### src/rtl/riscv_ctrl_pkg.sv
// Shared encodings for the multi-cycle RISC-V control unit: opcodes, ALU ops,
// PC/writeback selects, FSM states and decoded instruction classes.
package riscv_ctrl_pkg;

  localparam logic [6:0] OPC_R    = 7'h33;
  localparam logic [6:0] OPC_I    = 7'h13;
  localparam logic [6:0] OPC_LW   = 7'h03;
  localparam logic [6:0] OPC_SW   = 7'h23;
  localparam logic [6:0] OPC_BR   = 7'h63;
  localparam logic [6:0] OPC_JAL  = 7'h6F;
  localparam logic [6:0] OPC_JALR = 7'h67;

  localparam logic [2:0] ALU_AND = 3'b000;
  localparam logic [2:0] ALU_OR  = 3'b001;
  localparam logic [2:0] ALU_ADD = 3'b010;
  localparam logic [2:0] ALU_SUB = 3'b110;
  localparam logic [2:0] ALU_SLT = 3'b111;

  localparam logic [1:0] PC_PLUS4  = 2'b00;
  localparam logic [1:0] PC_BRANCH = 2'b01;
  localparam logic [1:0] PC_JAL    = 2'b10;
  localparam logic [1:0] PC_JALR   = 2'b11;

  localparam logic [1:0] WB_ALU = 2'b00;
  localparam logic [1:0] WB_MEM = 2'b01;
  localparam logic [1:0] WB_PC4 = 2'b10;

  typedef enum logic [2:0] {S_FETCH, S_DECODE, S_EXEC, S_MEM, S_WB, S_HALT} state_e;
  typedef enum logic [2:0] {T_R, T_I, T_LW, T_SW, T_BR, T_JAL, T_JALR, T_ILL} itype_e;
  typedef enum logic [1:0] {BC_EQ, BC_NE, BC_LT, BC_GE} bcond_e;

  function automatic logic br_taken(input bcond_e c, input logic z, input logic l);
    case (c)
      BC_EQ:   return z;
      BC_NE:   return !z;
      BC_LT:   return l;
      default: return !l;
    endcase
  endfunction

endpackage

### src/rtl/riscv_ctrl_decode.sv
// Combinational instruction classifier: instruction class, ALU op and branch
// condition. Anything outside the supported subset reports T_ILL.
module riscv_ctrl_decode
  import riscv_ctrl_pkg::*;
(
  input  logic [31:0] ins_i,
  output itype_e      itype_o,
  output logic [2:0]  alu_op_o,
  output bcond_e      bcond_o
);

  logic [2:0] f3;
  logic [6:0] f7;
  logic       unused_fields;

  assign f3 = ins_i[14:12];
  assign f7 = ins_i[31:25];
  assign unused_fields = ^{ins_i[24:15], ins_i[11:7]};

  always_comb begin
    itype_o  = T_ILL;
    alu_op_o = ALU_ADD;
    bcond_o  = BC_EQ;
    case (ins_i[6:0])
      OPC_R: begin
        if (f7 == 7'h20 && f3 == 3'b000) begin
          itype_o  = T_R;
          alu_op_o = ALU_SUB;
        end else if (f7 == 7'h00) begin
          case (f3)
            3'b000:  begin itype_o = T_R; alu_op_o = ALU_ADD; end
            3'b111:  begin itype_o = T_R; alu_op_o = ALU_AND; end
            3'b110:  begin itype_o = T_R; alu_op_o = ALU_OR;  end
            3'b010:  begin itype_o = T_R; alu_op_o = ALU_SLT; end
            default: ;
          endcase
        end
      end
      OPC_I:    if (f3 == 3'b000) itype_o = T_I;
      OPC_LW:   if (f3 == 3'b010) itype_o = T_LW;
      OPC_SW:   if (f3 == 3'b010) itype_o = T_SW;
      OPC_BR: begin
        case (f3)
          3'b000:  begin itype_o = T_BR; alu_op_o = ALU_SUB; bcond_o = BC_EQ; end
          3'b001:  begin itype_o = T_BR; alu_op_o = ALU_SUB; bcond_o = BC_NE; end
          3'b100:  begin itype_o = T_BR; alu_op_o = ALU_SLT; bcond_o = BC_LT; end
          3'b101:  begin itype_o = T_BR; alu_op_o = ALU_SLT; bcond_o = BC_GE; end
          default: ;
        endcase
      end
      OPC_JAL:  itype_o = T_JAL;
      OPC_JALR: if (f3 == 3'b000) itype_o = T_JALR;
      default:  ;
    endcase
  end

endmodule

### src/rtl/riscv_mc_ctrl.sv
// Multi-cycle RISC-V control FSM with memory-wait timeout, sticky fault flags
// and a retired-instruction counter.
module riscv_mc_ctrl
  import riscv_ctrl_pkg::*;
#(
  parameter int CNT_W   = 32,
  parameter int TIMEOUT = 16
) (
  input  logic             clk,
  input  logic             rst,
  input  logic [31:0]      ins,
  input  logic             zero,
  input  logic             lt,
  input  logic             mem_ready,
  output logic             ir_write,
  output logic             pc_write,
  output logic [1:0]       pc_src,
  output logic             RegWrite,
  output logic             ALUSrc,
  output logic             MemRead,
  output logic             MemWrite,
  output logic [2:0]       op,
  output logic [1:0]       Mem2Reg,
  output logic             illegal,
  output logic             timeout,
  output logic [CNT_W-1:0] instr_count
);

  localparam int WW = (TIMEOUT < 2) ? 1 : $clog2(TIMEOUT + 1);

  state_e           state_q, state_d;
  logic [WW-1:0]    wait_q, wait_d;
  logic             ill_q, ill_d, to_q, to_d;
  logic [CNT_W-1:0] cnt_q, cnt_d;
  logic             retire, wait_expired;

  itype_e     itype;
  logic [2:0] alu_op;
  bcond_e     bcond;

  riscv_ctrl_decode u_dec (
    .ins_i    (ins),
    .itype_o  (itype),
    .alu_op_o (alu_op),
    .bcond_o  (bcond)
  );

  // The current wait cycle is the TIMEOUT-th consecutive one without mem_ready.
  assign wait_expired = (TIMEOUT != 0) && (int'(wait_q) == TIMEOUT - 1);

  always_comb begin
    state_d  = state_q;
    wait_d   = wait_q;
    ill_d    = ill_q;
    to_d     = to_q;
    cnt_d    = cnt_q;
    retire   = 1'b0;
    ir_write = 1'b0;
    pc_write = 1'b0;
    pc_src   = PC_PLUS4;
    RegWrite = 1'b0;
    ALUSrc   = 1'b0;
    MemRead  = 1'b0;
    MemWrite = 1'b0;
    op       = ALU_AND;
    Mem2Reg  = WB_ALU;
    case (state_q)
      S_FETCH: begin
        MemRead = 1'b1;
        if (mem_ready) begin
          ir_write = 1'b1;
          pc_write = 1'b1;
          wait_d   = '0;
          state_d  = S_DECODE;
        end else if (wait_expired) begin
          to_d    = 1'b1;
          state_d = S_HALT;
        end else begin
          wait_d = wait_q + 1'b1;
        end
      end
      S_DECODE: begin
        if (itype == T_ILL) begin
          ill_d   = 1'b1;
          state_d = S_HALT;
        end else begin
          state_d = S_EXEC;
        end
      end
      S_EXEC: begin
        op     = alu_op;
        ALUSrc = (itype != T_R) && (itype != T_BR);
        case (itype)
          T_R, T_I:   state_d = S_WB;
          T_LW, T_SW: state_d = S_MEM;
          T_BR: begin
            pc_write = br_taken(bcond, zero, lt);
            pc_src   = PC_BRANCH;
            retire   = 1'b1;
            state_d  = S_FETCH;
          end
          T_JAL, T_JALR: begin
            RegWrite = 1'b1;
            Mem2Reg  = WB_PC4;
            pc_write = 1'b1;
            pc_src   = (itype == T_JAL) ? PC_JAL : PC_JALR;
            retire   = 1'b1;
            state_d  = S_FETCH;
          end
          default: state_d = S_HALT;
        endcase
      end
      S_MEM: begin
        // Address stays on the ALU while the access is outstanding.
        ALUSrc   = 1'b1;
        op       = ALU_ADD;
        MemRead  = (itype == T_LW);
        MemWrite = (itype == T_SW);
        if (mem_ready) begin
          wait_d = '0;
          if (itype == T_LW) begin
            state_d = S_WB;
          end else begin
            retire  = 1'b1;
            state_d = S_FETCH;
          end
        end else if (wait_expired) begin
          to_d    = 1'b1;
          state_d = S_HALT;
        end else begin
          wait_d = wait_q + 1'b1;
        end
      end
      S_WB: begin
        RegWrite = 1'b1;
        Mem2Reg  = (itype == T_LW) ? WB_MEM : WB_ALU;
        retire   = 1'b1;
        state_d  = S_FETCH;
      end
      S_HALT:  ;
      default: state_d = S_HALT;
    endcase
    if (retire) cnt_d = cnt_q + 1'b1;
    // Reset wins over everything, including a completing memory access.
    if (rst) begin
      ir_write = 1'b0;
      pc_write = 1'b0;
      pc_src   = PC_PLUS4;
      RegWrite = 1'b0;
      ALUSrc   = 1'b0;
      MemRead  = 1'b0;
      MemWrite = 1'b0;
      op       = ALU_AND;
      Mem2Reg  = WB_ALU;
    end
  end

  assign illegal     = ill_q & ~rst;
  assign timeout     = to_q & ~rst;
  assign instr_count = rst ? '0 : cnt_q;

  always_ff @(posedge clk) begin
    if (rst) begin
      state_q <= S_FETCH;
      wait_q  <= '0;
      ill_q   <= 1'b0;
      to_q    <= 1'b0;
      cnt_q   <= '0;
    end else begin
      state_q <= state_d;
      wait_q  <= wait_d;
      ill_q   <= ill_d;
      to_q    <= to_d;
      cnt_q   <= cnt_d;
    end
  end

endmodule

### config.mk
export PLATFORM = sky130hd
export DESIGN_NAME = riscv_mc_ctrl
export DESIGN_NICKNAME = d
export VERILOG_FILES = /design/src/rtl/riscv_ctrl_pkg.sv /design/src/rtl/riscv_ctrl_decode.sv /design/src/rtl/riscv_mc_ctrl.sv
export SDC_FILE = /design/constraint.sdc
export NUM_CORES = 1
export LEC_CHECK = 0
export ABC_CLOCK_PERIOD_IN_PS = 3600
export CAP_MARGIN = 15
export CORE_MARGIN = 2
export CORE_UTILIZATION = 49
export CTS_CLUSTER_SIZE = 14
export DETAILED_ROUTE_END_ITERATION = 10
export PLACE_DENSITY = 0.82
export SKIP_LAST_GASP = 1
export SLEW_MARGIN = 15
export SYNTH_ARGS = -nofsm -noshare
export SYNTH_HDL_FRONTEND = slang
export SYNTH_SLANG_ARGS = --single-unit
### constraint.sdc
create_clock -name clk -period 3.6 [get_ports clk]
set_clock_uncertainty 0.15 [all_clocks]
set_input_delay 0.36 -clock clk [delete_from_list [all_inputs] [get_ports clk]]
set_output_delay 0.36 -clock clk [all_outputs]
set_load 0.01 [all_outputs]
==> results.txt <==
The run finished with clean final reports. The count of non-filler cells in the finished layout is 562. The final wirelength came out at 8130 um.

The worst slack at placement is -0.302 ns. The final-layout setup total negative slack came out at 0 ns. The share of the synthesized area in the top cell type came out at between 20% and 30%. The vias per cell came out at roughly 5.7.

The floorplan core area came out at 0.00589 mm2. The synthesized netlist occupies a cell area of around 0.0030 mm2. The number of nets in the synthesized netlist is 435. Summed over all instances, the cell type with the most area after synthesis is sky130_fd_sc_hd__dfxtp_1. The maximum number of pins on one net before global-route repair is between 60 and 70. The critical path arrival came out at 3.04 ns. The flip-flop and latch count after synthesis is 42. During placement, the flow inserted port buffers numbering between 60 and 70. The count of pins on the block boundary is 84. The remaining routing DRC violations came out at 0. The die height is between 80 and 90 um. The number of synthesized flops with an enable pin came out at 0. The first global-routing pass estimated around 13000 um of wire. TritonCTS built the clock tree.

The placement row count came out at 28. By area the synthesized netlist is led by sky130_fd_sc_hd__dfxtp_1, sky130_fd_sc_hd__mux2_2, sky130_fd_sc_hd__nor2_1, sky130_fd_sc_hd__nor2b_1, sky130_fd_sc_hd__a21oi_1. The length of the first detailed-routing pass in iterations is 5. The area growth from synthesis to layout is 36.9%.

The number of warnings reported in the yosys synthesis log is 0. Max-cap violations in this run came to 0. The final max-slew violation count is 0. The adder-cell share of the synthesized area is under 10%.

From left edge to right edge, the die measures 81.8 um. The number of clock buffers inserted by TritonCTS is 5. Clock-pin slew was measured on the worst setup and hold paths at ~0.09 ns.

The post-synthesis cell type count is 60. The share of final-layout standard cells stronger than drive strength 1 came out at between 10% and 20%. The via count of the first global-routing pass came out at 2960. The final number of setup-violating endpoints came out at 0. The transition time of the tightest slew-check pin is between 0.6 and 0.7 ns.

The clock sink count came out at 42. The routability congestion estimate is between 0.8 and 0.9. The final critical-path required period came out at roughly 3.5 ns. Dividing the synthesized area by the synthesized cell count gives around 7.5 um2. The final design utilization came out at between 60 and 70%. The synthesized netlist devotes 36.6% of its cell area to simple gates. The final hold slack came out at approximately 0.26 ns.

The worst setup path is captured at an output pin. The primary flip-flop cell chosen by synthesis mapping is sky130_fd_sc_hd__dfxtp_1. The post-detailed-route wirelength per cell is between 10 and 15 um. The H-tree depth reported by CTS is 2. The wire-length estimate of the detail-placed layout is approximately 5900 um.

The insertion delay of the later-clocked pin in the worst-skew pair is 0.31 ns. The worst-case IR drop observed on VDD is 0.302 mV. The share of cell area taken by muxes after synthesis came out at a little under an eighth. The largest fanout on the critical path came out at 4.

The total congestion overflow is 0. The initial antenna violation count was 0. 0 antenna diodes ended up in the layout. The global-route usage over all layers came out at between 20% and 30%.

The combinational family with the most area after synthesis is simple AND/OR/NAND/NOR gates. The number of buffers added to fix hold violations after cts is 0. The parity-gate share of the synthesized area counting xor and xnor cells is 0.590%.

The number of nets with antenna violations after detailed routing is 0. In this run the power density over the cells is 302 mW/mm2. The proportion of register bits with asynchronous set or reset after synthesis came out at 0%.

The leakage power is approximately 0.0016 uW. The path class of the tightest hold or removal check is in -> reg. Timing would allow up to around 280 MHz.

The cell count after synthesis came out at ~400. The sequential element share of the synthesized area is ~28%. The routed via count is roughly 3200.

The cell total after placement is between 500 and 600. The element type at the critical path start is a primary input. The compound-cell area share of the yosys netlist came out at 15.9%. For this configuration, the core starts out at a cell density of roughly 50%. The iteration-0 DRC count of the detailed router came out at 251. The hold violation total from the final report is 0. At the worst endpoint, the required time is slightly above 3 ns. The tightest slew margin relative to the limit came out at around 57%. The root buffer selected by CTS is sky130_fd_sc_hd__clkbuf_8. The final worst-path setup slack is 0.0537 ns. The part of the cycle the worst path needs is between 90% and 100%.

The die footprint came out at between 0.006 and 0.007 mm2. The critical path in this run is classified as in -> out. The number of buffers on the longest clock path came out at 2. The count of nets after finishing came out at 526.
==> Yosys cell counts, types with 4 or more instances <==
cell type                  number
sky130_fd_sc_hd__nor3_1        16
sky130_fd_sc_hd__nor4_1         4
sky130_fd_sc_hd__nor2_1        62
sky130_fd_sc_hd__a21oi_1       38
sky130_fd_sc_hd__nand2b_1       6
sky130_fd_sc_hd__o21ai_0        6
sky130_fd_sc_hd__nand2_1       29
sky130_fd_sc_hd__dfxtp_1       42
sky130_fd_sc_hd__buf_6          4
sky130_fd_sc_hd__and2_1         4
sky130_fd_sc_hd__nor2b_1       35
sky130_fd_sc_hd__mux2_2        30
sky130_fd_sc_hd__or3_1          4
sky130_fd_sc_hd__nand3_1       14
sky130_fd_sc_hd__inv_1         11
sky130_fd_sc_hd__clkbuf_1      13
sky130_fd_sc_hd__nand4_1       15
sky130_fd_sc_hd__and3_1         7
==> logic make-up after synthesis <==
family	count (synthesis)
simple gates	209
compound gates	74
flops	42
buf+inv	34
mux	31
fa+ha+maj	3
xor+xnor	2
==> cell usage in the layout (no fill, tap or decap), drive strengths merged, types with 2 or more instances in the layout <==
cell type / Yosys / routed
a2111oi: 2 / 2
a211oi: 4 / 4
a21o: 2 / 2
a21oi: 38 / 38
a31o: 2 / 2
a31oi: 3 / 3
a41o: 2 / 2
a41oi: 2 / 2
and2: 4 / 4
and3: 7 / 7
buf: 10 / 40
clkbuf: 13 / 7
clkdlybuf4s50: 0 / 59
clkinvlp: 0 / 2
dfxtp: 42 / 42
dlygate4sd2: 0 / 4
dlymetal6s2s: 0 / 2
ha: 3 / 3
inv: 11 / 12
mux2: 30 / 30
nand2: 29 / 29
nand2b: 6 / 6
nand3: 14 / 14
nand3b: 2 / 2
nand4: 16 / 16
nor2: 62 / 62
nor2b: 35 / 35
nor3: 17 / 17
nor4: 5 / 5
o211ai: 2 / 2
o21ai: 7 / 7
or3: 4 / 4
or4: 2 / 2
==> worst max-delay path, stage by stage <==
cell,delay (ns)
sky130_fd_sc_hd__clkdlybuf4s50_1,0.55
sky130_fd_sc_hd__nand4bb_4,0.13
sky130_fd_sc_hd__buf_4,0.16
sky130_fd_sc_hd__or3_1,0.42
sky130_fd_sc_hd__a41o_2,0.29
sky130_fd_sc_hd__or2b_1,0.17
sky130_fd_sc_hd__nor2_1,0.06
sky130_fd_sc_hd__buf_4,0.13
sky130_fd_sc_hd__a21oi_1,0.18
sky130_fd_sc_hd__clkdlybuf4s50_1,0.57
==> final cells by class <==
cell class              count  area (um2)
flip-flops and latches     42         841
well taps                  75        93.8
clock inverters             3        23.8
inverters                  11        41.3
repair buffers            107         971
fillers                   494        1830
multi-input cells         319        2020
clock buffers               5        68.8
==> path summary, 6_finish.rpt <==
path	startpoint	to	slack, ns	depth (start not counted)
worst min register to register	to_q$_SDFFE_PP0P_	to_q$_SDFFE_PP0P_	0.33	2
worst min-delay path	rst	to_q$_SDFFE_PP0P_	0.26	2
worst max-delay path	ins[1]	ALUSrc	0.05	10
worst max register to register	cnt_q[2]$_SDFFE_PP0P_	cnt_q[26]$_SDFFE_PP0P_	0.97	8
==> metal layers <==
layer	up-vias	GRT usage [%]	part of all wire, %
li1	1588	-	-
met2	133	41.7	49
met3	13	4.73	6.5
met5	-	0	0
met1	1483	32.1	43
met4	0	6.00	1.5
==> timing repair <==
action	CTS	global route
pin swaps	3	4
setup endpoints to repair	7	6
gates resized for setup	8	13
setup buffers	1	1
==> flip-flops by register name, indices dropped and copies added, names as in the netlist <==
name / cells
cnt_q: 32
wait_q: 5
state_q: 3
ill_q: 1
to_q: 1
==> per-stage QoR <==
step | power (uW) | instance area (um2)
2_1_floorplan | 770 | 2970
3_3_place_gp | 890 | 3900
3_5_place_dp | 898 | 3900
4_1_cts | 1220 | 4010
5_1_grt | 1290 | 4060
6_report | 1220 | 4060
==> power by group <==
| group | total (uW) | switching [uW] | internal [uW] |
|---|---|---|---|
| clock network | 328 | 189 | 139 |
| logic | 353 | 198 | 155 |
| registers | 544 | 53.3 | 490 |
Note: power is estimated with default switching activity, not from simulation.
